`src/rtl/wt_div_pkg.sv`:
```
// Shared types and sizing for the WT16 restoring divider.
// Define WT_DIV_RADIX4_EN to retire two quotient bits per step (radix-4).
package wt_div_pkg;

   typedef enum logic [1:0] {IDLE, RUN, DONE} state_t;

   localparam int unsigned N_DEF = 16;

`ifdef WT_DIV_RADIX4_EN
   localparam int unsigned RADIX_BITS = 2;
`else
   localparam int unsigned RADIX_BITS = 1;
`endif

   localparam int unsigned STEPS = N_DEF / RADIX_BITS;
   localparam int unsigned CNT_W = $clog2(N_DEF) + 1;

   function automatic int unsigned steps_for(input int unsigned n);
      return n / RADIX_BITS;
   endfunction

endpackage

```
`src/rtl/wt_div_step.sv`:
```
// One combinational restoring-division step: radix-2 (BITS=1) or radix-4 (BITS=2).
// Requires r_in < b; guarantees r_out < b.
module wt_div_step #(
   parameter int unsigned N    = 16,
   parameter int unsigned BITS = 1
) (
   input  logic [N-1:0]    r_in,
   input  logic [N-1:0]    b,
   input  logic [BITS-1:0] d,
   output logic [N-1:0]    r_out,
   output logic [BITS-1:0] qbits
);

   if (BITS == 2) begin : g_radix4
      logic [N+1:0] s, b1, b2, b3;
      always_comb begin
         s     = {r_in, d};
         b1    = {2'b00, b};
         b2    = {1'b0, b, 1'b0};
         b3    = b1 + b2;
         qbits = 2'd0;
         r_out = N'(s);
         // s < 4B always, so the largest fitting multiple leaves r_out < B
         if (s >= b3) begin
            qbits = 2'd3;
            r_out = N'(s - b3);
         end else if (s >= b2) begin
            qbits = 2'd2;
            r_out = N'(s - b2);
         end else if (s >= b1) begin
            qbits = 2'd1;
            r_out = N'(s - b1);
         end
      end
   end else begin : g_radix2
      logic [N:0] s;
      always_comb begin
         s     = {r_in, d};
         qbits = '0;
         r_out = N'(s);
         if (s >= {1'b0, b}) begin
            qbits = '1;
            r_out = N'(s - {1'b0, b});
         end
      end
   end

endmodule

```
`src/rtl/wt16_divider.sv`:
```
// Sequential unsigned 2N/N restoring divider with valid/ready handshakes.
// Radix selected by WT_DIV_RADIX4_EN (latency N/2 when defined, N otherwise).
module wt16_divider
   import wt_div_pkg::*;
#(
   parameter int unsigned N = N_DEF
) (
   input  logic           clk,
   input  logic           rst,
   input  logic           in_valid,
   output logic           in_ready,
   input  logic [2*N-1:0] in_p,
   input  logic [N-1:0]   in_b,
   output logic           out_valid,
   input  logic           out_ready,
   output logic [N-1:0]   out_q,
   output logic [N-1:0]   out_r,
   output logic           out_dbz,
   output logic           out_ovf
);

   localparam int unsigned BITS    = RADIX_BITS;
   localparam int unsigned STEPS_L = steps_for(N);
   localparam int unsigned CW      = $clog2(N) + 1;

   state_t         state, state_nx;
   logic [CW-1:0]  cnt;
   logic [N-1:0]   rem, rem_nx, div_b, dv, qacc, q_nx;
   logic [BITS-1:0] qb;
   logic           accept, err_dbz, err_ovf, last;

   assign in_ready  = (state == IDLE);
   assign out_valid = (state == DONE);

   wt_div_step #(.N(N), .BITS(BITS)) u_step (
      .r_in  (rem),
      .b     (div_b),
      .d     (dv[N-1 -: BITS]),
      .r_out (rem_nx),
      .qbits (qb)
   );

   always_comb begin
      accept   = in_valid && (state == IDLE);
      err_dbz  = (in_b == '0);
      err_ovf  = !err_dbz && (in_p[2*N-1:N] >= in_b);
      last     = (cnt == CW'(1));
      q_nx     = N'({qacc, qb});
      state_nx = state;
      case (state)
         IDLE:    if (accept) state_nx = (err_dbz || err_ovf) ? DONE : RUN;
         RUN:     if (last) state_nx = DONE;
         DONE:    if (out_ready) state_nx = IDLE;
         default: state_nx = IDLE;
      endcase
   end

   always_ff @(posedge clk) begin
      if (rst) state <= IDLE;
      else     state <= state_nx;
   end

   always_ff @(posedge clk) begin
      if (rst) begin
         cnt     <= '0;
         rem     <= '0;
         div_b   <= '0;
         dv      <= '0;
         qacc    <= '0;
         out_q   <= '0;
         out_r   <= '0;
         out_dbz <= 1'b0;
         out_ovf <= 1'b0;
      end else begin
         case (state)
            IDLE: if (accept) begin
               div_b <= in_b;
               dv    <= in_p[N-1:0];
               rem   <= in_p[2*N-1:N];
               qacc  <= '0;
               cnt   <= CW'(STEPS_L);
               if (err_dbz) begin
                  out_q   <= '1;
                  out_r   <= in_p[N-1:0];
                  out_dbz <= 1'b1;
                  out_ovf <= 1'b0;
               end else if (err_ovf) begin
                  out_q   <= '1;
                  out_r   <= '0;
                  out_dbz <= 1'b0;
                  out_ovf <= 1'b1;
               end
            end
            RUN: begin
               rem  <= rem_nx;
               dv   <= dv << BITS;
               qacc <= q_nx;
               cnt  <= cnt - CW'(1);
               if (last) begin
                  out_q   <= q_nx;
                  out_r   <= rem_nx;
                  out_dbz <= 1'b0;
                  out_ovf <= 1'b0;
               end
            end
            default: ;
         endcase
      end
   end

endmodule

```
`config.mk`:
```
export PLATFORM = sky130hd
export DESIGN_NAME = wt16_divider
export DESIGN_NICKNAME = d
export VERILOG_FILES = /design/src/rtl/wt_div_pkg.sv /design/src/rtl/wt_div_step.sv /design/src/rtl/wt16_divider.sv
export SDC_FILE = /design/constraint.sdc
export NUM_CORES = 1
export LEC_CHECK = 0
export ABC_AREA = 1
export BUFFER_PORTS_ARGS = -buffer_cell sky130_fd_sc_hd__buf_2
export CAP_MARGIN = 20
export CORE_MARGIN = 2
export CORE_UTILIZATION = 40
export DETAILED_ROUTE_END_ITERATION = 10
export GPL_ROUTABILITY_DRIVEN = 0
export GPL_TIMING_DRIVEN = 0
export PLACE_DENSITY_LB_ADDON = 0.15
export SYNTH_ARGS = -nofsm -noshare
export SYNTH_HDL_FRONTEND = slang
export SYNTH_SLANG_ARGS = --single-unit
```
`constraint.sdc`:
```
create_clock -name clk -period 6.4 [get_ports clk]
set_clock_uncertainty 0.15 [all_clocks]
set_input_delay 0.64 -clock clk [delete_from_list [all_inputs] [get_ports clk]]
set_output_delay 0.64 -clock clk [all_outputs]
set_load 0.05 [all_outputs]
```
### Word-level counts from Yosys, hierarchy flattened

Cells that the tools add are included.

* add/subtract/negate cells: 2
* mux-type cells: 34
* reduce and logical (&&, ||, !) cells: 11
* equal/unequal tests: 7
* magnitude comparators: 2

Operator list (number)
* $mux W16: 11
* $pmux W16 S2: 4
* $pmux W15 S2: 1
* $ge A17 B16 Y1: 1
* $ge A16 B16 Y1: 1
* $logic_not A16 Y1: 1
* $sub A16 B16 Y16: 1
* $mux W15: 1
* $pmux W5 S2: 1
* $mux W1: 8
* $mux W2: 4
* $pmux W2 S3: 1
* $eq A5 B1 Y1 const B: 1
* $mux W5: 1
* $sub A5 B1 Y5 const B: 1
* $ne A2 B1 Y1 const B: 2
* $pmux W1 S2: 2
* $reduce_and A2 Y1: 2
* $reduce_and A4 Y1: 1
* $ne A3 B1 Y1 const B: 1
* $reduce_and A3 Y1: 1
* $eq A2 B1 Y1 const B: 1
* $eq A2 B2 Y1 const B: 1
* $logic_and A1 B1 Y1: 2
* other kinds (5): 5

* register bits after elaboration: 104
* output and inout bits: 36
* word-level logic and storage cells: 66

### Longest topological paths before layout

* depth after elaboration: 7
* mapped depth: 18
* mapped depth without buffers: 17

### Cells and area by module

A second synthesis with hierarchy kept.

* cell total of the unflattened synthesis: 938
* area total of the unflattened synthesis: 6200.9 µm²

By module, submodules not included
* wt16_divider: cells each 669, instances 1, area each 4845.9 µm²
* wt_div_step: cells each 269, instances 1, area each 1355.0 µm²

### Least setup slack after synthesis

Ideal clock, no wire load.

* kind: input to register
* from: input in_b[15]
* to: register out_r[10]
* slack: 4.061 ns
* cell stages on the path: 13
* required time: 6.137 ns
* buffers on the path: 1
* setup time: 0.113 ns
* data arrival time: 2.077 ns
* cell sequence: inv_1 > ha_1 > nand2_1 > nor2_1 > and2b_1 > nand3_1 > nand3_1 > nand2_1 > nand2_4 > nand3_4 > buf_4 > nor2_1 > nor2_1

* longest elaborated chain between the ends: 5

RTL lines
* start: declaration: line wt16_divider.sv:13 `input logic [N-1:0] in_b,`
* parallel branches: the longest is 5 deep, another holds $ge A16 B16 Y1
* end signal: assignment: line wt16_divider.sv:84 `out_r <= in_p[N-1:0];`
* end signal: assignment: line wt16_divider.sv:101 `out_r <= rem_nx;`
* end: declaration: line wt16_divider.sv:17 `output logic [N-1:0] out_r,`

Parallel ways; which one is timed is not known. The select of a mux whose other input is x is not followed.
A chain may end at the register's enable or synchronous reset.

### Worst setup path after layout

* from: register dv[15]
* to: register out_r[14]

* longest elaborated chain between the ends: 4

RTL lines
* start: declaration: line wt16_divider.sv:28 `logic [N-1:0] rem, rem_nx, div_b, dv, qacc, q_nx;`
* start signal: assignment: line wt16_divider.sv:78 `dv <= in_p[N-1:0];`
* start signal: assignment: line wt16_divider.sv:96 `dv <= dv << BITS;`
* $sub A16 B16 Y16 or $ge A17 B16 Y1 (tied branches): line wt_div_step.sv:43, wt_div_step.sv:41
* $mux W16 (*): line wt_div_step.sv:41 `if (s >= {1'b0, b}) begin`
* $mux W16 (*): line wt16_divider.sv:99 `if (last) begin`
* $pmux W16 S2 (*): line wt16_divider.sv:75 `case (state)`

Every way passes the cells marked *; elsewhere a longest branch is shown, timed or not. The select of a mux whose other input is x is not followed.

==> run metrics <==
CTS buffer count=9; area of the multi-input gates=3430 µm²; Die ar.=16600 µm²; wl on met1=9430 µm; chip width=129 µm; reg2reg start=dv[15]; IO Pins=88; Pins Over Slew Limit=0; Syn Std Cell Area=6230 µm²; outcome=finished, final reports clean; highest routing layer actually used=met4; Synth top area share=0.334; post-cts sizing count=0; Synth area leader=dfxtp_1; Core Rows=45; crit path DAT=2.77 ns; met3 WL post-DR=1370 µm; leakage=0.00353 µW; reg2reg setup slack=3.76 ns; Worst R2R End=out_r[14]; CP Cell Sequence=inv_1, ha_1, fa_1, nor2_1, nor2_1, o21ai_0, nand2_1, nand2_1, nand2_1, nand2_1, nand3_1, nand3_1, nor2_1, nor2_1; Tmin final=2.64 ns; final wirelength=18900 µm; fmax=379 MHz; Final Cycle Share=0.412; number of port buffers=87; FILL cells=1634; Final Util=0.471; Seq/Total Area, Yosys=0.334; cell count after synthesis=921; Synth top cells by count=nand2_1 (229), inv_1 (113), dfxtp_1 (104), nor2_1 (102), nand3_1 (74); Peak VDD IR=0.289 mV; Reg area=2080 µm²; CP Class=register to register; core box area=15200 µm²; Largest stage delay, worst path=0.45 ns; worst hold path endpoint=out_q[14]; layout cells sized above 1=0.159; area grow syn2layout=14.9%; Cell Pwr Density=584 nW/µm²; hold depth=2; unrepaired setup endpoints after global routing=no; Post-layout nets=1106; Routed WL per cell=15.6 µm; final hold viol count=0; dominant synthesized flop cell=dfxtp_1; largest net degree at the start of global routing=16; grt total ovfl=0; DR pass1 iterations=5; setup TNS=0 ns; Syn Area/Cell=6.76 µm²; detailed-routed wire length on met2=7850 µm; Reg2Reg Depth=14; die height=129 µm; Vias/cell=5.11; Post-DRT Antenna Nets=0; origin of the worst setup path=dv[15]; dpl hpwl=14900 µm; worst rel slew slack=0.497; Syn Nets=1008; CTS Sinks=104; Post-CTS Setup Inserts=0; synth warn=0; CTS tree=done; crit path max fanout=4; clock latency on the worst-skew pair=0.35 ns; Vias=6183; largest cells by area after synthesis=dfxtp_1 (33%), nand2_1 (14%), ha_1 (6.8%); Total GRT Usage=0.238; Post-synth ARST share=0; kind of start point of the critical path=register; htree depth=3; Yosys cell types=45; min-delay src=out_q[14]; worst path required time=6.53 ns; top-count cell post-synth=nand2_1; initial core utilization=0.410; First DRT Iteration DRCs=394; vias in the first global route=5836; drc violations=0; Final setup viols=0; Slew @ Worst Pin=0.755 ns; first-pass GRT wire length=30500 µm; CTS Root Cell=clkbuf_16; HP Class=register to register; max_cap viols=0; slowest cell on the critical path=fa_1; Max Buffers Root-to-Sink=2; initial antenna violation count=0; Clk pin slew, worst setup/hold paths=0.07 ns; cts hold-fix bufs=0; Post-synth EDFFs=0; Setup crit end kind=register; Ant. Diodes=0; Synth Register Bits=104
## power by group
part / switching, µW / internal (µW) / leakage, µW
clock: 245 / 268 / 0.000126
combinational: 1870 / 806 / 0.00254
sequential: 129 / 867 / 0.000856
## cell families (layout without fill, tap and decap cells)
group,Yosys count,in the layout,synth area share
fa+ha+maj,35,35,0.0715
xor+xnor,9,9,0.0127
buf+inv,170,270,0.115
compound gates,125,125,0.115
simple gates,478,478,0.352
flops,104,104,0.334
## layer usage
layer | global-route usage | up-vias
met2 | 0.359 | 224
met3 | 0.0541 | 17
met4 | 0.0480 | 0
met5 | 0 | -
met1 | 0.349 | 2774
li1 | - | 3168
## metrics by stage
| step | cell area [µm²] | hold WS [ns] | power, µW | setup slack (ns) | cells |
|---|---|---|---|---|---|
| 6_report | 7160 | 0.316 | 4180 | 3.76 | 1209 |
| 5_1_grt | 7160 | 0.343 | 4540 | 3.61 | 1209 |
| 4_1_cts | 7160 | 0.316 | 4180 | 3.82 | 1209 |
| 3_5_place_dp | 6900 | 0.307 | 3660 | 3.53 | 1196 |
| 3_3_place_gp | 6900 | 0.298 | 3640 | 3.54 | 1196 |
| 2_1_floorplan | 6230 | 0.291 | 3020 | 4.06 | 921 |
## cells in the final DEF (no fill, tap or decap), types with 8 or more instances in the layout
master     Yosys  final
a31oi_1       15     15
inv_1        113    113
a21oi_1       47     47
nand3_1       74     74
ha_1          34     34
nand4_1       33     33
buf_2         11     98
clkbuf_1      17     17
nand3_2        8      8
dfxtp_1      104    104
inv_2         13     13
o211ai_1       8      8
o21ai_0       36     36
nand2_1      229    229
nor2_1       102    102
clkbuf_16      0      9
## final cells by class
cell class	count	share of cell area
multi-input cells	647	0.479
flip-flops and latches	104	0.291
inverters	128	0.0678
repair buffers	87	0.0608
clock buffers	10	0.0334
well taps	188	0.0329
plain buffers	42	0.0320
clock inverters	3	0.00297
## critical path: cells and delay by family, from the launching register on
family	cells	cell delay, ns
and+or+nand+nor	10	1.04
adders and majority gates	2	0.65
DFF	1	0.37
AOI/OAI and AO/OA	1	0.31
buffers and inverters	1	0.06
## flip-flops by register name, summed over array words and instances (netlist names)
name and flops:
out_dbz 1, out_ovf 1, out_q 16, div_b 16, cnt 5, state 2
qacc 15, out_r 16, rem 16, dv 16
## worst max path at each step
stage	end	slack, ns
after floorplan	out_r[10]	4.06
after global placement	out_r[10]	3.54
after detailed placement	out_r[10]	3.53
after CTS	out_r[14]	3.82
after global routing	out_r[14]	3.61
final	out_r[14]	3.76
Power figures use the tool's default switching activity.
